`src/rtl/bowl_pkg.sv`:
```
// Shared definitions for the bowling frame sequencer and its sensor helpers:
// FSM state encoding, the default pin count and a population-count helper.
package bowl_pkg;

    localparam int DEF_NUM_PINS = 3;

    // Fixed operand width of popcount(); callers zero-extend their pin vectors.
    localparam int POP_W = 32;

    // Frame sequencer states, kept as plain constants for legacy tooling.
    localparam logic [2:0] ST_IDLE    = 3'd0;
    localparam logic [2:0] ST_ARMED   = 3'd1;
    localparam logic [2:0] ST_ROLLING = 3'd2;
    localparam logic [2:0] ST_SETTLE  = 3'd3;
    localparam logic [2:0] ST_TALLY   = 3'd4;
    localparam logic [2:0] ST_RACK    = 3'd5;
    localparam logic [2:0] ST_DONE    = 3'd6;
    localparam logic [2:0] ST_FAULT   = 3'd7;

    // Number of set bits in v.
    function automatic int unsigned popcount(input logic [POP_W-1:0] v);
        int unsigned n;
        n = 0;
        for (int i = 0; i < POP_W; i++) begin
            n += {31'd0, v[i]};
        end
        return n;
    endfunction

endpackage

```
`src/rtl/settle_detector.sv`:
```
// Change-reset stability counter: settled goes high once din has held the
// same value for SETTLE_CYCLES consecutive enabled cycles. clear re-seeds
// the reference sample so the count always starts fresh.
module settle_detector
    import bowl_pkg::*;
#(
    parameter int W             = DEF_NUM_PINS,
    parameter int SETTLE_CYCLES = 4
) (
    input  logic         clk,
    input  logic         rst,
    input  logic [W-1:0] din,
    input  logic         enable,
    input  logic         clear,
    output logic         settled
);

    localparam int             CW       = $clog2(SETTLE_CYCLES + 1);
    localparam logic [CW-1:0]  CNT_LAST = CW'(SETTLE_CYCLES - 1);

    logic [W-1:0]  prev;
    logic [CW-1:0] cnt;

    // Track the previous sample and count unchanged cycles, saturating.
    // NOTE: clocked state uses non-blocking assignments so every register
    // samples the pre-edge values regardless of statement order.
    always_ff @(posedge clk) begin
        if (!rst) begin
            prev <= '0;
            cnt  <= '0;
        end else if (clear) begin
            prev <= din;
            cnt  <= '0;
        end else if (enable) begin
            prev <= din;
            if (din != prev) begin
                cnt <= '0;
            end else if (cnt != CNT_LAST) begin
                cnt <= cnt + CW'(1);
            end
        end
    end

    // The current unchanged cycle completes the required run.
    assign settled = enable && !clear && (din == prev) && (cnt >= CNT_LAST);

endmodule

```
`src/rtl/bowl_frame_ctrl.sv`:
```
// Game sequencer for the pin_sensor datapath: arms a roll, waits out ball
// travel, waits for the pins to settle, tallies knocked pins and runs the
// pin-rack reset handshake, for NUM_FRAMES frames of up to two rolls.
module bowl_frame_ctrl
    import bowl_pkg::*;
#(
    parameter int NUM_PINS      = DEF_NUM_PINS,
    parameter int NUM_FRAMES    = 10,
    parameter int ROLL_WINDOW   = 200_000_000,
    parameter int SETTLE_CYCLES = 50_000_000,
    parameter int RACK_TIMEOUT  = 300_000_000
) (
    input  logic                                      clk,
    input  logic                                      rst,
    input  logic                                      start,
    input  logic                                      roll_go,
    input  logic [NUM_PINS-1:0]                       pin_state,
    input  logic                                      rack_ack,
    output logic                                      rack_req,
    output logic [$clog2(NUM_FRAMES+1)-1:0]           frame_idx,
    output logic                                      roll_idx,
    output logic [$clog2(NUM_FRAMES*NUM_PINS+1)-1:0]  score,
    output logic [$clog2(NUM_PINS+1)-1:0]             last_knock,
    output logic                                      strike,
    output logic                                      spare,
    output logic                                      game_over,
    output logic                                      fault
);

    localparam int FW   = $clog2(NUM_FRAMES + 1);
    localparam int SW   = $clog2(NUM_FRAMES * NUM_PINS + 1);
    localparam int KW   = $clog2(NUM_PINS + 1);
    // One timer serves both ball travel and the rack timeout.
    localparam int TMAX = (ROLL_WINDOW > RACK_TIMEOUT) ? ROLL_WINDOW : RACK_TIMEOUT;
    localparam int TW   = $clog2(TMAX + 1);

    localparam logic [TW-1:0] ROLL_LAST = TW'(ROLL_WINDOW - 1);
    localparam logic [TW-1:0] RACK_LAST = TW'(RACK_TIMEOUT - 1);
    localparam logic [FW-1:0] LAST_FRM  = FW'(NUM_FRAMES);

    logic [2:0]          state;
    logic [TW-1:0]       tmr;
    logic [NUM_PINS-1:0] standing;
    logic [NUM_PINS-1:0] standing_nx;
    logic [POP_W-1:0]    knock_vec;
    logic [KW-1:0]       knock;
    logic                settled;

    settle_detector #(
        .W             (NUM_PINS),
        .SETTLE_CYCLES (SETTLE_CYCLES)
    ) u_settle (
        .clk     (clk),
        .rst     (rst),
        .din     (pin_state),
        .enable  (state == ST_SETTLE),
        .clear   (state != ST_SETTLE),
        .settled (settled)
    );

    // Pins that were standing and are now down; a pin that pops back up
    // only drops out of the mask, it never subtracts from the count.
    // NOTE: every variable gets its default first so no latch is inferred.
    always_comb begin
        knock_vec                 = '0;
        knock_vec[NUM_PINS-1:0]   = standing & ~pin_state;
        knock                     = KW'(popcount(knock_vec));
        standing_nx               = standing & pin_state;
    end

    // Frame sequencer and score datapath.
    always_ff @(posedge clk) begin
        if (!rst) begin
            state      <= ST_IDLE;
            tmr        <= '0;
            standing   <= '0;
            frame_idx  <= '0;
            roll_idx   <= 1'b0;
            score      <= '0;
            last_knock <= '0;
            strike     <= 1'b0;
            spare      <= 1'b0;
        end else begin
            strike <= 1'b0;
            spare  <= 1'b0;
            case (state)
                ST_IDLE, ST_DONE: begin
                    if (start) begin
                        state      <= ST_ARMED;
                        frame_idx  <= FW'(1);
                        roll_idx   <= 1'b0;
                        score      <= '0;
                        last_knock <= '0;
                        standing   <= pin_state;
                    end
                end
                ST_ARMED: begin
                    if (roll_go) begin
                        state <= ST_ROLLING;
                        tmr   <= '0;
                    end
                end
                ST_ROLLING: begin
                    if (tmr == ROLL_LAST) begin
                        state <= ST_SETTLE;
                    end else begin
                        tmr <= tmr + TW'(1);
                    end
                end
                ST_SETTLE: begin
                    if (settled) begin
                        state <= ST_TALLY;
                    end
                end
                ST_TALLY: begin
                    score      <= score + SW'(knock);
                    last_knock <= knock;
                    standing   <= standing_nx;
                    tmr        <= '0;
                    if (standing_nx == '0) begin
                        strike <= ~roll_idx;
                        spare  <= roll_idx;
                        state  <= ST_RACK;
                    end else if (roll_idx) begin
                        state <= ST_RACK;
                    end else begin
                        roll_idx <= 1'b1;
                        state    <= ST_ARMED;
                    end
                end
                ST_RACK: begin
                    if (rack_ack) begin
                        roll_idx <= 1'b0;
                        if (frame_idx == LAST_FRM) begin
                            state <= ST_DONE;
                        end else begin
                            frame_idx <= frame_idx + FW'(1);
                            standing  <= '1;
                            state     <= ST_ARMED;
                        end
                    end else if (tmr == RACK_LAST) begin
                        state <= ST_FAULT;
                    end else begin
                        tmr <= tmr + TW'(1);
                    end
                end
                ST_FAULT: begin
                    // Held until reset.
                end
                default: state <= ST_IDLE;
            endcase
        end
    end

    assign rack_req  = (state == ST_RACK);
    assign game_over = (state == ST_DONE);
    assign fault     = (state == ST_FAULT);

endmodule

```
`config.mk`:
```
export PLATFORM = sky130hd
export DESIGN_NAME = bowl_frame_ctrl
export DESIGN_NICKNAME = d
export VERILOG_FILES = /design/src/rtl/bowl_pkg.sv /design/src/rtl/settle_detector.sv /design/src/rtl/bowl_frame_ctrl.sv
export SDC_FILE = /design/constraint.sdc
export NUM_CORES = 1
export LEC_CHECK = 0
export BUFFER_PORTS_ARGS = -buffer_cell sky130_fd_sc_hd__buf_2
export CAP_MARGIN = 20
export CORE_MARGIN = 5
export CORE_UTILIZATION = 55
export CTS_CLUSTER_DIAMETER = 200
export CTS_CLUSTER_SIZE = 40
export DETAILED_ROUTE_END_ITERATION = 8
export PLACE_DENSITY = 0.83
export SKIP_CTS_REPAIR_TIMING = 1
export SLEW_MARGIN = 0
export SYNTH_ARGS = -nofsm -noshare
export SYNTH_HDL_FRONTEND = slang
export SYNTH_SLANG_ARGS = --single-unit
```
`constraint.sdc`:
```
create_clock -name clk -period 2.9 [get_ports clk]
set_input_delay 0.58 -clock clk [delete_from_list [all_inputs] [get_ports clk]]
set_output_delay 0.58 -clock clk [all_outputs]
set_load 0.05 [all_outputs]
```
# After elaboration in Yosys (flattened, before gate mapping)
# Cells that the tools add are included.
totals:
  reg_bits: 78
  in_bits: 8
  output_inout_bits: 17
  elab_cells: 106
op_classes:
  addsub: 6
  order_cmp: 1
  n_eq_ne: 25
  mux: 35
  bitwise: 5
  reduce_logical: 23
op_table:
  columns: ["operator", "count"]
  rows:
  - ["$mux 29", 4]
  - ["$pmux 29 s4", 1]
  - ["$mux 26", 2]
  - ["$mux 3", 14]
  - ["$add 29x1->29 const B", 1]
  - ["$eq 29x28->1 const B", 1]
  - ["$eq 29x29->1 const B", 1]
  - ["$add 26x1->26 const B", 1]
  - ["$ge 26x26->1 const B", 1]
  - ["$ne 26x26->1 const B", 1]
  - ["$ne 2x2->1 const B", 10]
  - ["$pmux 3 s6", 1]
  - ["$eq 3x3->1 const B", 4]
  - ["$mux 4", 3]
  - ["$reduce_and 4->1", 3]
  - ["$pmux 5 s2", 1]
  - ["$pmux 3 s3", 1]
  - ["$pmux 4 s2", 1]
  - ["$reduce_bool 2->1", 4]
  - ["$and 3x3->3", 2]
  - ["$eq 3x2->1 const B", 2]
  - ["$logic_not 3->1", 2]
  - ["$ne 3x2->1 const B", 2]
  - ["$reduce_and 6->1", 1]
  - ["24 further kinds", 31]

# Logic depth before layout (Yosys ltp)
depth:
  word_depth: 7
  ltp_mapped: 10

# By module
# From an unflattened synthesis, not the netlist that was laid out.
unflattened:
  cells_unflattened: 561
  area_unflattened_um2: 4488.1
by_module_without_submodules:
  columns: ["mod", "n_inst", "cells_per_inst", "area_each_um2", "seq_area_each_um2"]
  rows:
  - ["bowl_frame_ctrl", 1, 347, 2745.1, 980.9]
  - ["settle_detector", 1, 214, 1742.9, 580.6]

# Least setup slack after synthesis
# OpenSTA, ideal clock, no wires.
synth_timing:
  path_kind: "input -> register"
  from: "in pin_state[0]"
  to: "reg score[4]"
  arrival_time_ns: 2.317
  required_ns: 2.826
  slack_ns: 0.509
  cell_stages: 10
  path_buffers: 0
  path_cell_list: "nand2b_1 -> fa_1 -> inv_1 -> ha_1 -> inv_1 -> fa_1 -> nand3b_1 -> nor2_1 -> o21ai_0 -> a31oi_1"
synth_via:
  elab_chain_len: 6
synth_lines:
  columns: ["element", "line", "rtl"]
  rows:
  - ["start, declared", "bowl_frame_ctrl.sv:17", "input logic [NUM_PINS-1:0] pin_state,"]
  - ["$not 3->3", "bowl_frame_ctrl.sv:66", "knock_vec[NUM_PINS-1:0] = standing & ~pin_state;"]
  - ["$and 3x3->3", "bowl_frame_ctrl.sv:66", null]
  - ["$add 1x1->2", "bowl_pkg.sv:25", "n += {31'd0, v[i]};"]
  - ["$add 2x1->2", "bowl_pkg.sv:25", null]
  - ["$add 5x2->5", "bowl_frame_ctrl.sv:116", "score <= score + SW'(knock);"]
  - ["$pmux 5 s2", "bowl_frame_ctrl.sv:86", "case (state)"]
  - ["end signal, assigned", "bowl_frame_ctrl.sv:116", null]
  - ["end, declared", "bowl_frame_ctrl.sv:22", "output logic [$clog2(NUM_FRAMES*NUM_PINS+1)-1:0] score,"]
# Every way passes these cells.
# A chain may end at the register's enable or synchronous reset.

# Worst setup path after layout
layout_timing:
  from: "reg tmr[0]"
  to: "reg tmr[27]"
layout_via:
  elab_chain_len: 4
  elab_cells_between_ends: 10
layout_lines:
  columns: ["element", "line", "rtl"]
  rows:
  - ["start, declared", "bowl_frame_ctrl.sv:42", "logic [TW-1:0] tmr;"]
  - ["start signal, assigned", "bowl_frame_ctrl.sv:107", "tmr <= tmr + TW'(1);"]
  - ["start signal, assigned", "bowl_frame_ctrl.sv:144", "tmr <= tmr + TW'(1);"]
  - ["$add 29x1->29", "bowl_frame_ctrl.sv:107, bowl_frame_ctrl.sv:144", null]
  - ["$mux 29", "bowl_frame_ctrl.sv:141", "end else if (tmr == RACK_LAST) begin"]
  - ["$mux 29", "bowl_frame_ctrl.sv:132", "if (rack_ack) begin"]
  - ["$pmux 29 s4", "bowl_frame_ctrl.sv:86", null]
# Several ways; a longest one is shown, not always the timed one. The select of a mux whose other input is x is not followed.

==> flow_summary.toml <==
[status]
status = "completed"

[power]
p_switching_mw = 0.917
powerDensity_nw_per_um2 = 582
comb_power_share_pct = 26.8
vdd_drop_max_mv = 0.320
p_clk_share_pct = 31.0
p_leak_nw = 1.60
internal-power_mw = 1.82
seq_power_share_pct = 42.2
switching_share_pct = 33.6

[hold_path]
hold_class = "flop to flop"
hp-start = "tmr[4]$_SDFFE_PN0P_"

[logic_synthesis]
synth-edff-count = 0
synth_nets = 537
postSynth.asyncResetShare_pct = 0
ys_ff_latch = 78
synthesis.area_um2 = 4250
synth.yosys.seq_area_share_pct = 36.8
synth_cell_types = 63
ys_warn_count = 0
netlist_instances = 521
synth.avg_cell_area_um2 = 8.15
synthFlopType = "dfxtp_1"

[clock_network]
cts.sinks = 78
cts_tree = "yes"
path_clk_slew_ns = 0.08
clk_latency_ns = 0.35
cts_max_level = 3
cts_made_buffers = 9
cts_root_buffer = "clkbuf_8"
clk_path_buf_depth = 2

[route]
drt-pass1-iter-count = 5
drcViolationCount = 0
drt-wirelength-per-cell_um = 14.6
drt_wl_total_mm = 9.52
drtIter0Drc = 280
dr_total_vias = 3868
vias_per_cell = 5.94
drtAntennaViolNets = 0

[grt]
antenna_found_initial = 0
grt_util_all_layers_pct = 20.3
grt-ovfl-total = 0
grt_max_degree = 54
grt_pass1_wl_mm = 16.6
grt_pass1_vias = 3612

[placement]
dpl.hpwl_mm = 6.62
place_ws_ns = 0.257
port_buffers = 24
place_congestion = 0.831

[sta]
slew_headroom_pct = 38.1
slew_violations = 0
max_slew.worst_pin.slew_ns = 0.921
grt_setup_unrepaired = "no"
clock-skew-final_ns = 0.0103
finalCritPeriodShare_pct = 85.2
setup_slack_ns = 0.429
tns_ns = 0
layout_min_cycle_time_ns = 2.47
setup_viol = 0
hold_violations = 0
clock.fmax_mhz = 405

[finish]
drive_gt1_share_pct = 13.7
final_common_cell = "dfxtp_1"
final_nets = 560
final_cell_mix = "78 x dfxtp_1, 53 x nor2_1, 43 x a21oi_1, 39 x nand2_1, 31 x nand3_1"
antennaDiodeCount = 0
area_growth_pct = 10.7

[critical_path]
cp_max_fo = 39
timing.rr.start = "tmr[0]$_SDFFE_PN0P_"
critPathArrivalTime_ns = 2.75
reg2reg_depth = 8
cp.required_ns = 3.18
critPathKind = "flop to flop"
critPathLaunch = "tmr[0]$_SDFFE_PN0P_"
cp-start-kind = "flop"
endpoint = "tmr[27]$_SDFFE_PN0P_"
reg2reg_to = "tmr[27]$_SDFFE_PN0P_"
rrSetupSlack_ns = 0.43
end_kind = "flop"

[run]
cap_violations = 0

[die]
ios = 25
num_rows = 32
die-height_um = 97.9
dieArea_um2 = 9580
start_util_pct = 55.8
die_w_um = 97.9
coreArea_um2 = 7610
-- per-layer routing --
layer  up-vias  global-route usage, %  share of wire (%)
met1      1834                   26.2                 45
met5         -                      0                  0
li1       1947                      -                  -
met2        76                   34.0                 50
met4         0                   5.96               0.89
met3        11                   4.71                4.0
-- worst min path at each step --
stage	end	slack (ns)	cells after the start
6_report	tmr[4]$_SDFFE_PN0P_	0.48	2
2_1_floorplan	u_settle.cnt[22]$_SDFFE_PP0P_	0.45	2
5_1_grt	u_settle.prev[1]$_SDFF_PN0_	0.50	2
3_3_place_gp	score[4]$_SDFFE_PN0P_	0.45	1
4_1_cts	u_settle.prev[0]$_SDFF_PN0_	0.48	2
3_5_place_dp	score[4]$_SDFFE_PN0P_	0.47	1
-- sequential cells by signal (all words and copies together) (netlist names) --
register and cells:
last_knock 2, spare 1, roll_idx 1, strike 1, u_settle.prev 3, state 3
tmr 29, frame_idx 4, standing 3, u_settle.cnt 26, score 5
-- kinds of logic after synthesis --
family	share of synthesized area (%)
buffers and inverters	4.10
XOR/XNOR	4.33
AND/OR/NAND/NOR	34.0
multiplexers	0.737
flip-flops	36.8
AO/OA/AOI/OAI	17.1
adder cells (fa/ha/maj)	2.95
-- cells in the mapped netlist (7+ instances only) --
cell type | number | area, um^2
nand2_1 | 39 | 146
nor2_1 | 53 | 199
dfxtp_1 | 78 | 1560
and3_1 | 8 | 50.1
xnor2_1 | 18 | 158
or3_1 | 23 | 144
nand4_1 | 10 | 62.6
nand3_1 | 31 | 155
clkbuf_1 | 17 | 63.8
nor3_1 | 16 | 80.1
a21oi_1 | 43 | 215
and2_1 | 8 | 50.1
inv_1 | 17 | 63.8
nand2b_1 | 7 | 43.8
o21ai_1 | 8 | 40.0
or4_1 | 13 | 97.6
o21ai_0 | 29 | 145
-- stage by stage --
| stage | std cells | total power [mW] | hold slack [ns] | area (um^2) | utilization, % |
|---|---|---|---|---|---|
| final | 651 | 2.73 | 0.482 | 4700 | 61.8 |
| after global routing | 651 | 2.89 | 0.498 | 4700 | 61.8 |
| after CTS | 650 | 2.69 | 0.479 | 4670 | 61.4 |
| after detailed placement | 634 | 1.85 | 0.465 | 4460 | 58.7 |
| after global placement | 634 | 1.82 | 0.452 | 4460 | 58.7 |
| after floorplan | 521 | 1.73 | 0.453 | 4250 | - |
-- critical path, cell delays in order (launching register included) --
cell and delay [ns]:
dfxtp_1 0.36, ha_1 0.25, and2_1 0.22, and3_4 0.21
a31oi_4 0.21, o221ai_4 0.23, buf_16 0.25, or4_1 0.51
a21oi_1 0.15
-- power groups by stage --
stage / sequential [mW] / combinational (mW) / clock, mW
detailed placement: 1.18 / 0.670 / 0
finish: 1.15 / 0.734 / 0.846
global placement: 1.18 / 0.643 / 0
CTS: 1.15 / 0.673 / 0.869
global route: 1.16 / 0.817 / 0.918
floorplan: 1.19 / 0.542 / 0
-- cell type report --
cell class	count	area [um^2]
clock buffers	11	151
multi-input cells	402	2510
flip-flops and latches	78	1560
clock inverters	5	57.6
well taps	102	128
inverters	18	67.6
repair buffers	35	223
fillers	647	2910
No activity file was read; power rests on OpenSTA's default activity.
